[src/rtl/dff_bist.sv]
// Built-in self-test for a bank of D flops: resets the DUT, drives LFSR vectors
// and counts matching/mismatching compares of dut_q against a behavioural model.
module dff_bist #(
  parameter int WIDTH     = 8,
  parameter int N_VECTORS = 16,
  parameter bit USE_EN    = 1'b1
) (
  input  logic             clk,
  input  logic             rst,
  input  logic             start,
  output logic             dut_rst,
  output logic [WIDTH-1:0] dut_d,
  output logic             dut_en,
  input  logic [WIDTH-1:0] dut_q,
  output logic             busy,
  output logic             done,
  output logic             pass,
  output logic [15:0]      err_count,
  output logic [15:0]      ok_count,
  output logic [2:0]       o_dbg_state
);

  typedef enum logic [2:0] {
    S_IDLE  = 3'd0,
    S_RSTPH = 3'd1,
    S_RUN   = 3'd2,
    S_DRAIN = 3'd3,
    S_DONE  = 3'd4
  } state_t;

  localparam logic [15:0] LFSR_SEED = 16'hACE1;
  localparam logic [15:0] LAST_VEC  = 16'(N_VECTORS - 1);

  state_t           r_state;
  logic [15:0]      r_lfsr;
  logic [15:0]      r_cnt;
  logic [WIDTH-1:0] r_exp_q;

  logic [15:0] w_lfsr_next;
  logic        w_cmp;
  logic        w_match;
  logic        w_capture;
  logic [15:0] w_ok_next;
  logic [15:0] w_err_next;

  // x^16+x^14+x^13+x^11+1, shifting toward the MSB
  assign w_lfsr_next = {r_lfsr[14:0], r_lfsr[15] ^ r_lfsr[13] ^ r_lfsr[12] ^ r_lfsr[10]};

  // A compare happens on the second reset-phase cycle and on every cycle after a driven vector
  assign w_cmp = ((r_state == S_RSTPH) && r_cnt[0]) ||
                 ((r_state == S_RUN) && (r_cnt != 16'd0)) ||
                 (r_state == S_DRAIN);
  // Case equality so X/Z bits on dut_q never count as a match
  assign w_match   = (dut_q === r_exp_q);
  assign w_capture = dut_en || !USE_EN;

  always_comb begin
    w_ok_next  = ok_count;
    w_err_next = err_count;
    if (w_cmp) begin
      if (w_match) begin
        if (ok_count != 16'hFFFF) w_ok_next = ok_count + 16'd1;
      end else begin
        if (err_count != 16'hFFFF) w_err_next = err_count + 16'd1;
      end
    end
  end

  assign o_dbg_state = r_state;

  always_ff @(posedge clk or posedge rst) begin
    if (rst) begin
      r_state   <= S_IDLE;
      r_lfsr    <= LFSR_SEED;
      r_cnt     <= 16'd0;
      r_exp_q   <= '0;
      dut_rst   <= 1'b1;
      dut_d     <= '0;
      dut_en    <= 1'b0;
      busy      <= 1'b0;
      done      <= 1'b0;
      pass      <= 1'b0;
      err_count <= 16'd0;
      ok_count  <= 16'd0;
    end else begin
      case (r_state)
        S_IDLE, S_DONE: begin
          dut_rst <= 1'b0;
          if (start) begin
            r_state   <= S_RSTPH;
            r_lfsr    <= LFSR_SEED;
            r_cnt     <= 16'd0;
            r_exp_q   <= '0;
            dut_rst   <= 1'b1;
            dut_d     <= '0;
            dut_en    <= 1'b0;
            busy      <= 1'b1;
            done      <= 1'b0;
            pass      <= 1'b0;
            err_count <= 16'd0;
            ok_count  <= 16'd0;
          end
        end
        S_RSTPH: begin
          r_exp_q   <= '0;
          ok_count  <= w_ok_next;
          err_count <= w_err_next;
          if (r_cnt[0]) begin
            r_state <= S_RUN;
            r_cnt   <= 16'd0;
            dut_rst <= 1'b0;
            dut_d   <= r_lfsr[WIDTH-1:0];
            dut_en  <= r_lfsr[15];
          end else begin
            r_cnt <= 16'd1;
          end
        end
        S_RUN: begin
          if (w_capture) r_exp_q <= dut_d;
          ok_count  <= w_ok_next;
          err_count <= w_err_next;
          r_lfsr    <= w_lfsr_next;
          if (r_cnt == LAST_VEC) begin
            r_state <= S_DRAIN;
            dut_d   <= '0;
            dut_en  <= 1'b0;
          end else begin
            r_cnt  <= r_cnt + 16'd1;
            dut_d  <= w_lfsr_next[WIDTH-1:0];
            dut_en <= w_lfsr_next[15];
          end
        end
        S_DRAIN: begin
          ok_count  <= w_ok_next;
          err_count <= w_err_next;
          r_state   <= S_DONE;
          busy      <= 1'b0;
          done      <= 1'b1;
          pass      <= (w_err_next == 16'd0);
        end
        default: r_state <= S_IDLE;
      endcase
    end
  end

endmodule

[config.mk]
export PLATFORM = sky130hd
export DESIGN_NAME = dff_bist
export DESIGN_NICKNAME = d
export VERILOG_FILES = /design/src/rtl/dff_bist.sv
export SDC_FILE = /design/constraint.sdc
export NUM_CORES = 1
export LEC_CHECK = 0
export BUFFER_PORTS_ARGS = -buffer_cell sky130_fd_sc_hd__buf_4
export CELL_PAD_IN_SITES_DETAIL_PLACEMENT = 1
export CELL_PAD_IN_SITES_GLOBAL_PLACEMENT = 1
export CORE_ASPECT_RATIO = 0.7
export CORE_MARGIN = 2
export CORE_UTILIZATION = 48
export DETAILED_ROUTE_END_ITERATION = 10
export GPL_ROUTABILITY_DRIVEN = 0
export GPL_TIMING_DRIVEN = 0
export MAX_ROUTING_LAYER = met4
export PLACE_DENSITY_LB_ADDON = 0.1
export SETUP_SLACK_MARGIN = 0.2
export SLEW_MARGIN = 40
export SYNTH_ARGS = -nofsm -noshare
export SYNTH_HDL_FRONTEND = slang
export SYNTH_SLANG_ARGS = --single-unit
export TNS_END_PERCENT = 30
[constraint.sdc]
create_clock -name clk -period 6.9 [get_ports clk]
set_input_delay 0.69 -clock clk [delete_from_list [all_inputs] [get_ports clk]]
set_output_delay 0.69 -clock clk [all_outputs]
set_load 0.05 [all_outputs]
==> flow_metrics.tcl <==
set metrics [dict create \
    p_clk_frac 0.282 \
    grt_max_degree 56 \
    synth_edf_count 0 \
    setup_viol 0 \
    first_iter_violations 241 \
    swShare 0.4031 \
    cp-end-kind "flip-flop" \
    grt_antenna_before_repair 0 \
    path_clk_slew_ps 60 \
    ys_seq_elements 88 \
    crit_family "simple AND/OR/NAND/NOR gates" \
    cp_max_fo 10 \
    synth_compound_area_frac 0.1561 \
    die_h_um 85.12 \
    arrival_ps 3240 \
    gr-total-overflow 0 \
    crit_buf_inv 3 \
    period_needed_ps 2975 \
    drc 0 \
    std_cell_rows 29 \
    synth_warnings 0 \
    wl_mm 13.04 \
    seq_area_mm2 0.002213 \
    h-tree-depth 3 \
    grt_pass1_wl_mm 21.62 \
    power_density_mw_per_mm2 348.8 \
    path_class "reg2reg" \
    peakVddDrop_uv 178.1 \
    ys_seq_area_frac 0.4906 \
    drt-vias-per-instance 5.977 \
    nets 545 \
    clk_latency_ps 350 \
    dieArea_mm2 0.01020 \
    synthCells 460 \
    fillers 1026 \
    skew_ps 9.503 \
    status "finished clean" \
    critPathSlowestCell "or3b_2" \
    rsz0062_at_grt "no" \
    cpPeakStageDelay_ps 480 \
    fin_util 0.5983 \
    switching_power_mw 0.7661 \
    core_area_mm2 0.009107 \
    synth-simple-area-share 0.2152 \
    clockBufferDepth 2 \
    ios 59 \
    worst_slew_pin_slew_ps 841.9 \
    grt_use_total 0.2806 \
    timing_max_transition_violations_final 0 \
    postCtsSetupBuffers 0 \
    hold_class "in2async" \
    start_util 0.4954 \
    cp-start-kind "flip-flop" \
    synthMuxAreaShare 0.02468 \
    drive_above_1_share 0.1850 \
    drv_cap 0 \
    first_pass_iters 5 \
    cts_tree "yes" \
    wl_per_cell_um 19.79 \
    postSynthAreaPerCell_um2 9.808 \
    numPortBuffers 58 \
    setup_tns_ps 0 \
    p_leak_nw 2.433 \
    synthAdderAreaFrac 0.01109 \
    cts_root_buffer "clkbuf_16" \
    syn-num-nets 475 \
    cp.required_ps 7160 \
    cts_buffers 9 \
    synth.distinct_cells 59 \
    reg2reg_from "r_cnt[0]$_DFFE_PP0P_" \
    slew_headroom 0.4387 \
    dpl.hpwl_mm 9.153 \
    diodes 0 \
    synthXorXnorAreaFrac 0.07571 \
    crit_chain "clkbuf_1 > inv_1 > ha_1 > or3b_2 > nor4_4 > o22ai_2 > nand2_1 > buf_4 > o311ai_1 > or4_1 > o21ai_1" \
    grt_pass1_vias 4062 \
    die_w_um 119.9 \
    cts_num_sinks 88 \
    seqPwrFrac 0.358 \
    whs_ps 397.2 \
    critPathLaunch "r_cnt[0]$_DFFE_PP0P_" \
    finalHoldViolations 0 \
    rrSetupSlack_ps 3920 \
    ys.flop_type "dfrtp_1" \
    comb_power_share 0.360 \
    post_cts_resized 0 \
    postRouteAntennaNets 0 \
    holdBufCountCts 0 \
    multiInputGateArea_mm2 0.002178 \
    num_vias 3939 \
    period_share 0.4312 \
    fmax_ghz 0.3361 \
    p_int_mw 1.134 \
    syn-cell-area_mm2 0.004512 \
    synth_top_family_by_area "simple AND/OR/NAND/NOR gates" \
    area_growth_pct 20.77 \
    async_reset_ff_frac 1.000 \
]
==> synthesized netlist by cell type (10+ instances only) <==
cell | n | area share
nand4_1 | 17 | 0.024
o21ai_0 | 24 | 0.027
a22oi_1 | 10 | 0.017
mux2i_1 | 10 | 0.022
nand2_1 | 48 | 0.040
dfrtp_1 | 79 | 0.44
nor2_1 | 51 | 0.042
a22o_1 | 17 | 0.033
nand3_1 | 21 | 0.023
xnor2_1 | 19 | 0.037
xor2_1 | 20 | 0.039
inv_1 | 12 | 0.010
clkbuf_1 | 13 | 0.011
==> stage by stage <==
stage / setup slack, ps / std cells / area [µm²] / total power, mW
after global placement: 2809 / 642 / 5102 / 1.326
after global routing: 3707 / 659 / 5449 / 1.997
after floorplan: 3946 / 460 / 4512 / 1.145
final: 3925 / 659 / 5449 / 1.900
after CTS: 3918 / 659 / 5449 / 1.908
after detailed placement: 3934 / 643 / 5127 / 1.363
==> path summary, 6_finish.rpt <==
path | end | depth (start not counted)
setup reg to reg | pass$_DFFE_PP0P_ | 11
hold / removal | err_count[7]$_DFFE_PP0P_ | 2
hold reg to reg | done$_DFFE_PP0P_ | 2
setup / recovery | pass$_DFFE_PP0P_ | 11
max in group asynchronous | ok_count[4]$_DFFE_PP0P_ | 3
min in group clk | done$_DFFE_PP0P_ | 2
==> power by group through the flow <==
| stage | combinational [mW] | clock [mW] | sequential (mW) |
|---|---|---|---|
| 2_1_floorplan | 0.365 | 0 | 0.780 |
| 3_3_place_gp | 0.645 | 0 | 0.682 |
| 3_5_place_dp | 0.676 | 0 | 0.687 |
| 4_1_cts | 0.683 | 0.546 | 0.679 |
| 5_1_grt | 0.741 | 0.564 | 0.692 |
| 6_report | 0.684 | 0.535 | 0.681 |
==> cell families (layout without fill, tap and decap cells) <==
family | Yosys count | after routing
mux | 11 | 11
compound gates | 98 | 98
xor+xnor | 39 | 39
fa+ha+maj | 4 | 4
flops | 88 | 88
simple gates | 190 | 190
buf+inv | 30 | 105
==> layout by cell type, fill, tap and decap left out, drive strengths merged, types with 5 or more instances in the layout <==
cell type / Yosys / final
clkbuf: 13 / 23
nand2b: 5 / 5
nor4: 7 / 7
nand2: 48 / 48
buf: 5 / 64
xnor2: 19 / 19
xor2: 20 / 20
and4: 7 / 7
a22oi: 10 / 10
nand3: 21 / 21
mux2i: 10 / 10
nor2: 51 / 51
nor3: 8 / 8
and3: 8 / 8
o22a: 9 / 9
a21oi: 7 / 7
o21ai: 26 / 26
dfstp: 9 / 9
dfrtp: 79 / 79
a22o: 17 / 17
nand4: 17 / 17
inv: 12 / 13
==> sequential cells by signal, summed over array words and instances (netlist names) <==
signal / cells
err_count: 16
ok_count: 16
r_cnt: 16
r_lfsr: 16
dut_d: 8
r_exp_q: 8
o_dbg_state: 3
busy: 1
done: 1
dut_en: 1
dut_rst: 1
pass: 1
==> metal layers <==
layer / global-route usage / wire length, µm
met5: - / 0
met4: 0.06631 / 149
met3: 0.05108 / 520
met2: 0.4312 / 6080
met1: 0.3903 / 6289
==> final cells by class <==
cell class              instances  share of cell area
inverters                      12            0.009185
clock inverters                 6             0.01699
flip-flops and latches         88              0.4062
plain buffers                  18             0.01378
well taps                     124             0.02847
clock buffers                  10             0.04202
multi-input cells             342              0.3998
repair buffers                 59             0.08358
No activity file was read; power rests on OpenSTA's default activity.
